### src/rtl/mips_cp0_pkg.sv
// rtl/mips_cp0_pkg.sv - shared CP0 register numbers, field positions and exception codes
package mips_cp0_pkg;

    localparam logic [4:0] REG_SR    = 5'd12;
    localparam logic [4:0] REG_CAUSE = 5'd13;
    localparam logic [4:0] REG_EPC   = 5'd14;
    localparam logic [4:0] REG_PRID  = 5'd15;

    localparam int SR_IE       = 0;
    localparam int SR_EXL      = 1;
    localparam int SR_IM_LO    = 10;
    localparam int SR_IM_HI    = 15;
    localparam int CAUSE_EC_LO = 2;
    localparam int CAUSE_EC_HI = 6;
    localparam int CAUSE_IP_LO = 10;
    localparam int CAUSE_IP_HI = 15;
    localparam int CAUSE_BD    = 31;

    localparam logic [4:0] EXC_INT  = 5'd0;
    localparam logic [4:0] EXC_ADEL = 5'd4;
    localparam logic [4:0] EXC_ADES = 5'd5;
    localparam logic [4:0] EXC_RI   = 5'd10;
    localparam logic [4:0] EXC_OV   = 5'd12;

    localparam logic [31:0] HANDLER_ENTRY = 32'h0000_4180;

endpackage

### src/rtl/cp0_arb.sv
// rtl/cp0_arb.sv - combinational interrupt/exception request arbitration
//
// Ports:
//   hw_int, im, ie, exl : interrupt lines and SR mask/enable state
//   exc_valid, exc_code_in : synchronous exception from MEM
//   reset               : suppresses any request while high
//   exception           : take exception/interrupt this cycle
//   exc_code_out        : code to record (interrupt beats synchronous exception)
module cp0_arb
    import mips_cp0_pkg::*;
(
    input  logic [5:0] hw_int,
    input  logic [5:0] im,
    input  logic       ie,
    input  logic       exl,
    input  logic       exc_valid,
    input  logic [4:0] exc_code_in,
    input  logic       reset,
    output logic       exception,
    output logic [4:0] exc_code_out
);

    logic int_req;
    logic exc_req;

    assign int_req      = (|(hw_int & im)) & ie & ~exl;
    assign exc_req      = exc_valid & ~exl;
    assign exception    = (int_req | exc_req) & ~reset;
    assign exc_code_out = int_req ? EXC_INT : exc_code_in;

endmodule

### src/rtl/cp0.sv
// rtl/cp0.sv - MIPS coprocessor-0 exception controller (SR, Cause, EPC, PRId)
//
// Ports:
//   clk, reset          : clock, synchronous active-high reset
//   PC_M, BD_M          : MEM-stage PC and delay-slot flag
//   ExcValid_M, ExcCode_M : MEM-stage synchronous exception
//   HWInt               : level-sensitive interrupt lines
//   WE, A, DIn          : mtc0 write enable, register number, data (A also selects mfc0 read)
//   eret_M              : eret in MEM
//   DOut                : mfc0 read data (combinational, pre-write value)
//   EPC                 : current EPC, word aligned
//   Exception           : flush/trap pulse
module cp0
    import mips_cp0_pkg::*;
#(
    parameter logic [31:0] PRID_VAL = 32'h4D49_5053
) (
    input  logic        clk,
    input  logic        reset,
    input  logic [31:0] PC_M,
    input  logic        BD_M,
    input  logic        ExcValid_M,
    input  logic [4:0]  ExcCode_M,
    input  logic [5:0]  HWInt,
    input  logic        WE,
    input  logic [4:0]  A,
    input  logic [31:0] DIn,
    input  logic        eret_M,
    output logic [31:0] DOut,
    output logic [31:0] EPC,
    output logic        Exception
);

    logic [5:0]  sr_im;
    logic        sr_exl;
    logic        sr_ie;
    logic        cause_bd;
    logic [4:0]  cause_exc_code;
    logic [31:0] epc_q;
    logic [4:0]  win_code;
    logic [31:0] epc_next;

    cp0_arb u_arb (
        .hw_int       (HWInt),
        .im           (sr_im),
        .ie           (sr_ie),
        .exl          (sr_exl),
        .exc_valid    (ExcValid_M),
        .exc_code_in  (ExcCode_M),
        .reset        (reset),
        .exception    (Exception),
        .exc_code_out (win_code)
    );

    // A faulting delay-slot instruction restarts at its branch.
    assign epc_next = BD_M ? (PC_M - 32'd4) : PC_M;

    always_ff @(posedge clk) begin
        if (reset) begin
            sr_im          <= '0;
            sr_exl         <= 1'b0;
            sr_ie          <= 1'b0;
            cause_bd       <= 1'b0;
            cause_exc_code <= '0;
            epc_q          <= '0;
        end else if (Exception) begin
            // Any concurrent mtc0/eret belongs to a squashed instruction.
            sr_exl         <= 1'b1;
            cause_exc_code <= win_code;
            cause_bd       <= BD_M;
            epc_q          <= epc_next & 32'hFFFF_FFFC;
        end else begin
            if (WE) begin
                case (A)
                    REG_SR: begin
                        sr_im  <= DIn[SR_IM_HI:SR_IM_LO];
                        sr_exl <= DIn[SR_EXL];
                        sr_ie  <= DIn[SR_IE];
                    end
                    REG_EPC: epc_q <= DIn & 32'hFFFF_FFFC;
                    default: ;
                endcase
            end
            // Placed after the write so eret clears EXL even when SR is written too.
            if (eret_M) begin
                sr_exl <= 1'b0;
            end
        end
    end

    always_comb begin
        DOut = '0;
        case (A)
            REG_SR:    DOut = {16'b0, sr_im, 8'b0, sr_exl, sr_ie};
            REG_CAUSE: DOut = {cause_bd, 15'b0, HWInt, 3'b0, cause_exc_code, 2'b0};
            REG_EPC:   DOut = epc_q;
            REG_PRID:  DOut = PRID_VAL;
            default:   DOut = '0;
        endcase
    end

    assign EPC = epc_q;

endmodule

### config.mk
export PLATFORM = sky130hd
export DESIGN_NAME = cp0
export DESIGN_NICKNAME = d
export VERILOG_FILES = /design/src/rtl/mips_cp0_pkg.sv /design/src/rtl/cp0_arb.sv /design/src/rtl/cp0.sv
export SDC_FILE = /design/constraint.sdc
export NUM_CORES = 1
export LEC_CHECK = 0
export BUFFER_PORTS_ARGS = -buffer_cell sky130_fd_sc_hd__buf_2
export CAP_MARGIN = 5
export CORE_ASPECT_RATIO = 0.75
export CORE_MARGIN = 2
export CORE_UTILIZATION = 42
export CTS_CLUSTER_SIZE = 40
export DETAILED_ROUTE_END_ITERATION = 7
export GPL_TIMING_DRIVEN = 0
export PLACE_DENSITY = 0.73
export SLEW_MARGIN = 20
export SYNTH_ARGS = -nofsm -noshare
export SYNTH_HDL_FRONTEND = slang
export SYNTH_HIERARCHICAL = 1
export SYNTH_SLANG_ARGS = --single-unit
### constraint.sdc
create_clock -name clk -period 2.5 [get_ports clk]
set_input_delay 0.125 -clock clk [delete_from_list [all_inputs] [get_ports clk]]
set_output_delay 0.125 -clock clk [all_outputs]
set_load 0.005 [all_outputs]
==> metrics.md, run 1 <==
| Metric | Value |
|---|---|
| H-tree levels | `2` |
| Fin nets | `628` |
| Combinational Power Share | `22.8%` |
| ANT cells | `0` |
| CP top delay family | `buffers and inverters` |
| Die Wd | `103 µm` |
| Worst slew margin | `54.7%` |
| Drt pass-1 iters | `6` |
| Worst R2R Setup Slack | `0.13 ns` |
| Drt drc | `0` |
| Via/cell ratio | `6.00` |
| Die Y | `78.2 µm` |
| Cell count of the worst reg-to-reg path | `7` |
| Yosys cell types | `55` |
| Hold Fails Final Rpt | `0` |
| Area occupied by multi-input gates | `0.00205 mm²` |
| Routability-driven placement congestion ratio | `0.944` |
| Sw Ratio | `30.1%` |
| Worst Setup SP | `A[4]` |
| Share of layout cells above drive strength 1 | `33.0%` |
| Hold Slack | `0.0566 ns` |
| Row cnt | `26` |
| Hold_buf cts | `0` |
| Commonest non-fill, non-tap cell in the layout | `buf_2` |
| Critical R2R Launch | `sr_im[0]` |
| Max stage delay cell, worst path | `clkbuf_1` |
| Yosys top cell by area | `dfxtp_1` |
| Clock Tree Root | `clkbuf_8` |
| Post-Route Skew | `0.00636 ns` |
| Synth async-reset ratio | `0%` |
| Power Total | `1730 µW` |
| CORE AREA | `0.00696 mm²` |
| Dpl hpwl | `9200 µm` |
| Number of fill cells | `703` |
| Top_reg_cell synth | `dfxtp_1` |
| Number of max-cap violations | `0` |
| Yosys reg bits | `44` |
| Synth area leaders | `dfxtp_1, a211oi_1, and3_1` |
| Mux cell area share after synthesis | `6.58%` |
| CP arrival | `2.28 ns` |
| Post-synthesis sequential area ratio | `28.6%` |
| Clock sinks | `44` |
| CTS tree | `yes` |
| Io pins | `151` |
| RR Endpoint | `cause_exc_code[1]` |
| Final Util | `58.2%` |
| Worst-Margin Slew | `0.679 ns` |
| CP startpoint kind | `input pin` |
| Outcome | `finished, final reports clean` |
| Clock Path Buffers | `2` |
| Synth Area in XOR/XNOR | `2.84%` |
| Routed length per instance | `18.7 µm` |
| Avg Cell Area, Syn | `7.96 µm²` |
| Power share of the sequential group | `44.9%` |
| Syn Std Cell Area | `0.00308 mm²` |
| Internal | `1210 µW` |
| Cell count along the critical path | `7` |
| CTS clock-pin slew for the worst setup and hold paths | `0.09 ns` |
| Routed WL | `12000 µm` |
| EDFF count, synth | `0` |
| Die area | `0.00804 mm²` |
| Ys Warns | `6` |
| Initial antenna violation count | `0` |
| Setup Viol. Count Final | `0` |
| Post-Synth Adder-Cell Area | `0.406%` |
| Top-area cell type share of the netlist area | `28.6%` |
| Critical path endpoint | `DOut[14]` |
| CTS Buf Count | `5` |
| Crit-path cells | `buf_2 > and3b_1 > clkbuf_1 > clkbuf_1 > clkbuf_1 > o221a_2 > buf_2` |
| Worst min path class | `in2reg` |
| Crit share post-route | `96.3%` |
| Largest net degree at the start of global routing | `14` |
| RSZ-0062 raised after global routing | `false` |
| Port-buffer cells | `145` |
| Lkg Pwr | `0.00185 µW` |
| Worst hold start | `DIn[0]` |
| GRT Overall Usage | `28.7%` |
| Synth Area in Simple Gates | `30.6%` |
| Switching power | `520 µW` |
| Compound-cell area share of the yosys netlist | `26.0%` |
| WS Path Type | `in2out` |
| Vias in the first global route | `3442` |
| Worst EP required | `2.38 ns` |
| Crit path top cell by count | `clkbuf_1` |
| WP buf/inv | `5` |
| Vias post-DR | `3839` |
| Clock share of power | `32.3%` |
| FF+latch area | `881 µm²` |
| Post-route ant nets | `0` |
| Most frequent cells in the layout | `buf_2, nor2_1, dfxtp_1` |
| Worst vdd ir | `0.217 mV` |
| Slew Viols, Final | `0` |
| Critical Path Max Stage Delay | `0.53 ns` |
| Area after DPL | `0.00393 mm²` |
| CP endpoint kind | `output port` |
| Tmin final | `2.41 ns` |
| Grt total ovfl | `0` |
| Largest family of logic cells by synthesized area | `simple AND/OR/NAND/NOR gates` |
| First-pass GRT wire length | `17900 µm` |
| Drt initial violations | `306` |
| Gate Count Post-Synth | `387` |
| Layout area overhead | `31.5%` |
| Pwr Density | `427 mW/mm²` |
| Initial Utilization | `44.2%` |
| Peak Freq | `415 MHz` |
| Crit Path Max Fanout | `10` |
| Final Cell Area | `0.00405 mm²` |
| Skew-Pair Late Insertion Delay | `0.30 ns` |
cells in the mapped netlist, drive strengths merged, types with 2 or more instances:
master   n
a22oi    7
a31o     4
nand3   12
o31ai   10
mux2     2
nand2   14
a31oi    3
o21ai   13
nor4b    2
mux2i   18
nor2b    8
and3    36
xor2     5
o221a    2
a211oi  36
or3      7
a21oi   10
nand4b   3
or4     12
a211o    2
xnor2    5
dfxtp   44
nand4    4
o41ai    3
inv      4
nand3b   2
nor3b    2
nor4     3
nor3     6
and3b    2
a311oi  15
buf      8
nor2    47
clkbuf  25
layout make-up:
| cell class | instances | share of cell area (%) |
|---|---|---|
| multi-input combinational | 306 | 50.6 |
| sequential | 44 | 21.8 |
| timing repair buffer | 146 | 18.1 |
| buffer | 33 | 3.34 |
| tap | 98 | 3.03 |
| clock buffer | 6 | 1.79 |
| clock inverter | 2 | 0.865 |
| inverter | 5 | 0.464 |
flip-flops by register name (all words and copies together), names as in the netlist:
name            cells
sr_im               6
EPC                30
cause_exc_code      5
sr_exl              1
cause_bd            1
sr_ie               1
power by group through the flow:
stage	clock (µW)	sequential [µW]	combinational, µW
2_1_floorplan	0	787	186
3_5_place_dp	0	792	384
5_1_grt	585	781	428
4_1_cts	559	775	386
3_3_place_gp	0	790	377
6_report	558	777	393
worst reg2reg max path, stage by stage, from the launching register on:
cell      delay (ns)
dfxtp_1         0.37
a22oi_1         0.14
a31oi_1         0.24
o21a_1          0.15
clkbuf_1        0.45
buf_1           0.57
mux2i_1         0.27
nor2_1          0.06
per-layer routing:
metal	wire [µm]	up-vias	global-route usage [%]	share of wire (%)
met5	0	-	0	0
met4	102	0	5.13	0.85
met3	1230	16	5.88	10
met2	5160	213	43.9	43
met1	5470	1808	41.9	46
li1	-	1802	-	-
cell families (layout without fill, tap and decap cells):
family	count (synthesis)	in the layout
AOI/OAI and AO/OA	108	108
xor gates and xnor gates	10	10
adders and majority gates	1	1
buffers and inverters	38	192
DFF	44	44
muxes	20	20
other	1	2
and+or+nand+nor	165	165
how the worst min path moves through the flow:
stage / to / slack [ns] / depth (start not counted)
after floorplan: sr_ie / 0.27 / 2
after global placement: sr_ie / 0.37 / 3
after detailed placement: sr_ie / 0.38 / 3
after CTS: sr_ie / 0.06 / 3
after global routing: sr_im[4] / 0.08 / 3
final: sr_ie / 0.06 / 3
through the flow:
step / TNS [ns] / cells / worst slack [ns]
after detailed placement: -0.567 / 631 / -0.0901
after CTS: 0 / 640 / 0.0204
after global placement: -0.152 / 631 / -0.0275
after global routing: 0 / 640 / 0.00396
final: 0 / 640 / 0.0931
after floorplan: 0 / 388 / 0.599
timing repair:
item | CTS | global route
endpoints found under the setup margin | 8 | 17
buffers inserted | 1 | 0
pin swaps | 1 | 0
resized for setup | 1 | 3
Power figures use the tool's default switching activity.
==> run 2: changes to the inputs <==
--- a/config.mk
+++ b/config.mk
@@ -13,9 +13,8 @@
 export CTS_CLUSTER_SIZE = 40
 export DETAILED_ROUTE_END_ITERATION = 7
 export GPL_TIMING_DRIVEN = 0
-export PLACE_DENSITY = 0.73
+export PLACE_DENSITY = 0.74
 export SLEW_MARGIN = 20
 export SYNTH_ARGS = -nofsm -noshare
 export SYNTH_HDL_FRONTEND = slang
-export SYNTH_HIERARCHICAL = 1
 export SYNTH_SLANG_ARGS = --single-unit
==> metrics.md, run 2 <==
| Metric | Value |
|---|---|
| Outcome | `finished, final reports clean` |
| Fin nets | `602 (-4.1%)` |
| Most frequent cells in the layout | `buf_2, nor2_1, dfxtp_1` |
| Post-Route Skew | `0.00448 ns (-0.00188 ns)` |
| Crit Path Max Fanout | `10 (unchanged)` |
| Routed length per instance | `17.1 µm (-8.3%)` |
| CORE AREA | `0.00673 mm² (-3.3%)` |
| Clock Path Buffers | `2 (unchanged)` |
| WS Path Type | `reg2out` |
| Cell count of the worst reg-to-reg path | `6 (-1)` |
| Synth area leaders | `dfxtp_1, mux2i_1, a211oi_1` |
| Peak Freq | `418 MHz (+0.55%)` |
| Critical path endpoint | `Exception` |
| Gate Count Post-Synth | `359 (-7.2%)` |
| Dpl hpwl | `7970 µm (-13%)` |
| Die Wd | `100 µm (-2.8%)` |
| Share of layout cells above drive strength 1 | `33.7% (+0.70 points)` |
| Post-route ant nets | `0 (unchanged)` |
| Number of max-cap violations | `0 (unchanged)` |
| Most common library cells after synthesis | `nor2_1, dfxtp_1, a211oi_1` |
| Worst Setup SP | `sr_im[0]` |
| GRT Overall Usage | `26.7% (-2.0 points)` |
| Routed WL | `10300 µm (-14%)` |
| EDFF count, synth | `0 (unchanged)` |
| Top_reg_cell synth | `dfxtp_1` |
| Most common cell in the netlist | `nor2_1` |
| Yosys cell types | `47 (-15%)` |
| Worst vdd ir | `0.216 mV (-0.28%)` |
| Final Cell Area | `0.00388 mm² (-4.2%)` |
| Largest net degree at the start of global routing | `14 (unchanged)` |
| Via/cell ratio | `5.57 (-7.1%)` |
| Hold Fails Final Rpt | `0 (unchanged)` |
| Port-buffer cells | `145 (unchanged)` |
| First-pass GRT wire length | `16200 µm (-9.9%)` |
| Worst-Margin Slew | `0.702 ns (+0.0233 ns)` |
| Initial Utilization | `43.1% (-1.2 points)` |
| Vias post-DR | `3342 (-13%)` |
| RSZ-0062 raised after global routing | `false` |
| CP arrival | `2.27 ns (about the same)` |
| Ys Warns | `0 (-6)` |
| Layout area overhead | `33.7%` |
| CP startpoint kind | `flop` |
| Syn Std Cell Area | `0.00290 mm² (-5.8%)` |
| FF+latch area | `881 µm² (unchanged)` |
| Clock Tree Root | `clkbuf_8` |
| Tmin final | `2.39 ns (-0.0132 ns)` |
| Crit-path cells | `a22o_1 > or4_1 > nand2_1 > clkinvlp_4 > clkbuf_2 > buf_2` |
| Met2 Use GR | `42.9% (-1.0 points)` |
| Max stage delay cell, worst path | `or4_1` |
| Worst slew margin | `53.2% (-1.6 points)` |
| Met3 global-route usage | `6.27% (+0.40 points)` |
| Placement Setup Slack | `-0.188 ns (-0.0978 ns)` |
| Grt total ovfl | `0 (unchanged)` |
| Row cnt | `26 (unchanged)` |
| Crit share post-route | `95.7% (-0.53 points)` |
| Routability-driven placement congestion ratio | `0.934 (-1.0%)` |
| Grt met1 use | `36.2% (-5.7 points)` |
| Top-area cell type share of the netlist area | `30.4% (+1.8 points)` |
| Post-synthesis sequential area ratio | `30.4% (+1.8 points)` |
| RR Endpoint | `EPC[5]` |
| Slew Viols, Final | `0 (unchanged)` |
| Critical Path Max Stage Delay | `0.57 ns (+0.04 ns)` |
| Area after DPL | `0.00373 mm² (-5.0%)` |
| CTS clock-pin slew for the worst setup and hold paths | `0.09 ns (about the same)` |
| H-tree levels | `2 (unchanged)` |
| CTS tree | `yes` |
| Drt pass-1 iters | `5 (-1)` |
| Worst R2R Setup Slack | `0.11 ns (-0.02 ns)` |
| Worst EP required | `2.38 ns (about the same)` |
| Drt initial violations | `145 (-53%)` |
| Skew-Pair Late Insertion Delay | `0.30 ns (about the same)` |
| Synth async-reset ratio | `0% (unchanged)` |
| Clock sinks | `44 (unchanged)` |
| Area occupied by multi-input gates | `0.00188 mm² (-8.1%)` |
| Vias in the first global route | `3256 (-5.4%)` |
| Initial antenna violation count | `0 (unchanged)` |
| Die area | `0.00759 mm² (-5.6%)` |
| Commonest non-fill, non-tap cell in the layout | `buf_2` |
| Lkg Pwr | `0.00175 µW (-5.4%)` |
| Busiest grt layer | `met2` |
| Slack of the critical path | `0.106 ns (+0.0132 ns)` |
| Number of fill cells | `695 (-1.1%)` |
| Io pins | `151 (unchanged)` |
| Drt drc | `0 (unchanged)` |
| Avg Cell Area, Syn | `8.08 µm² (+1.5%)` |
| CTS Buf Count | `5 (unchanged)` |
| Max reg flops | `30 (unchanged)` |
| Critical R2R Launch | `sr_im[0]` |
| Worst min path class | `in2reg` |
| Yosys top cell by area | `dfxtp_1` |
| Die Y | `76.0 µm (-2.8%)` |
| ANT cells | `0 (unchanged)` |
| Yosys reg bits | `44 (unchanged)` |
| CP endpoint kind | `output port` |
| Pwr Density | `428 mW/mm² (+0.15%)` |
| Setup Viol. Count Final | `0 (unchanged)` |
## run 2: cell count changes in the layout (fill, tap and decap cells not counted), moves of 5 or more
cell      delta
and3_1      -23
xor2_1      +19
a311oi_1    -12
mux2i_1     +12
nor2_1      +11
o21ai_0     -10
nand3_1      -9
o31ai_1      -7
nor2b_1      +5
nor4_1       +5
o22ai_1      +5
## run 2: worst min-delay path by stage
stage                            start  cells past startpoint  slack, ns                end
after global placement          eret_M                      2       0.32             sr_exl
after CTS                 ExcCode_M[4]                      3       0.07  cause_exc_code[4]
after detailed placement        eret_M                      2       0.32             sr_exl
after global routing      ExcCode_M[4]                      3       0.07  cause_exc_code[4]
final                     ExcCode_M[1]                      3       0.07  cause_exc_code[1]
after floorplan                 eret_M                      1       0.23             sr_exl
## run 2: layer usage
metal  vias to the layer above  share of wire [%]  wire [µm]
met4                         0                1.2        121
met1                      1542                 45       4590
met2                       170                 44       4550
met3                        10                 10       1020
li1                       1620                  -          -
met5                         -                  0          0
## run 2: timing repair
action,in CTS,in global routing
resized for setup,1,6
setup endpoints to repair,1,26
hold endpoints to repair,1,0
setup buffers,0,2
hold buffers,1,0
## run 2: power by group
group	leakage (µW)	switching (µW)	internal [µW]
sequential	0.000359	27.2	737
combinational	0.00133	190	156
clock	0.0000552	251	297
total	0.00175	469	1190
## run 2: cells by family after synthesis
kind of cell / share of synthesized area (%)
fa+ha+maj: 0.431
mux: 11.1
buf+inv: 4.79
compound gates: 18.1
xor+xnor: 7.85
flops: 30.4
simple gates: 27.2
other cells: 0.129
## run 2: stage by stage
step	hold WS, ns	util (%)	power, µW	std cells	TNS [ns]
after floorplan	0.228	-	938	360	0
after global placement	0.316	55.5	1110	589	-2.07
after detailed placement	0.317	55.5	1110	589	-3.06
after CTS	0.0670	57.2	1660	598	0
after global routing	0.0745	57.6	1740	600	0
final	0.0716	57.6	1660	600	0
## run 2: layout make-up
type                       instances  area share, %
multi-input combinational        282           48.6
buffer                            31           3.45
inverter                           3          0.387
tap                               84           2.71
clock buffer                       6           1.87
sequential                        44           22.7
clock inverter                     2          0.904
timing repair buffer             148           19.4
## run 2: worst max-delay path, delay by kind of cell, from the launching register on
kind	cells	cell delay [ns]
AOI/OAI and AO/OA	1	0.25
DFF	1	0.33
and+or+nand+nor	2	0.80
buffers and inverters	3	0.58
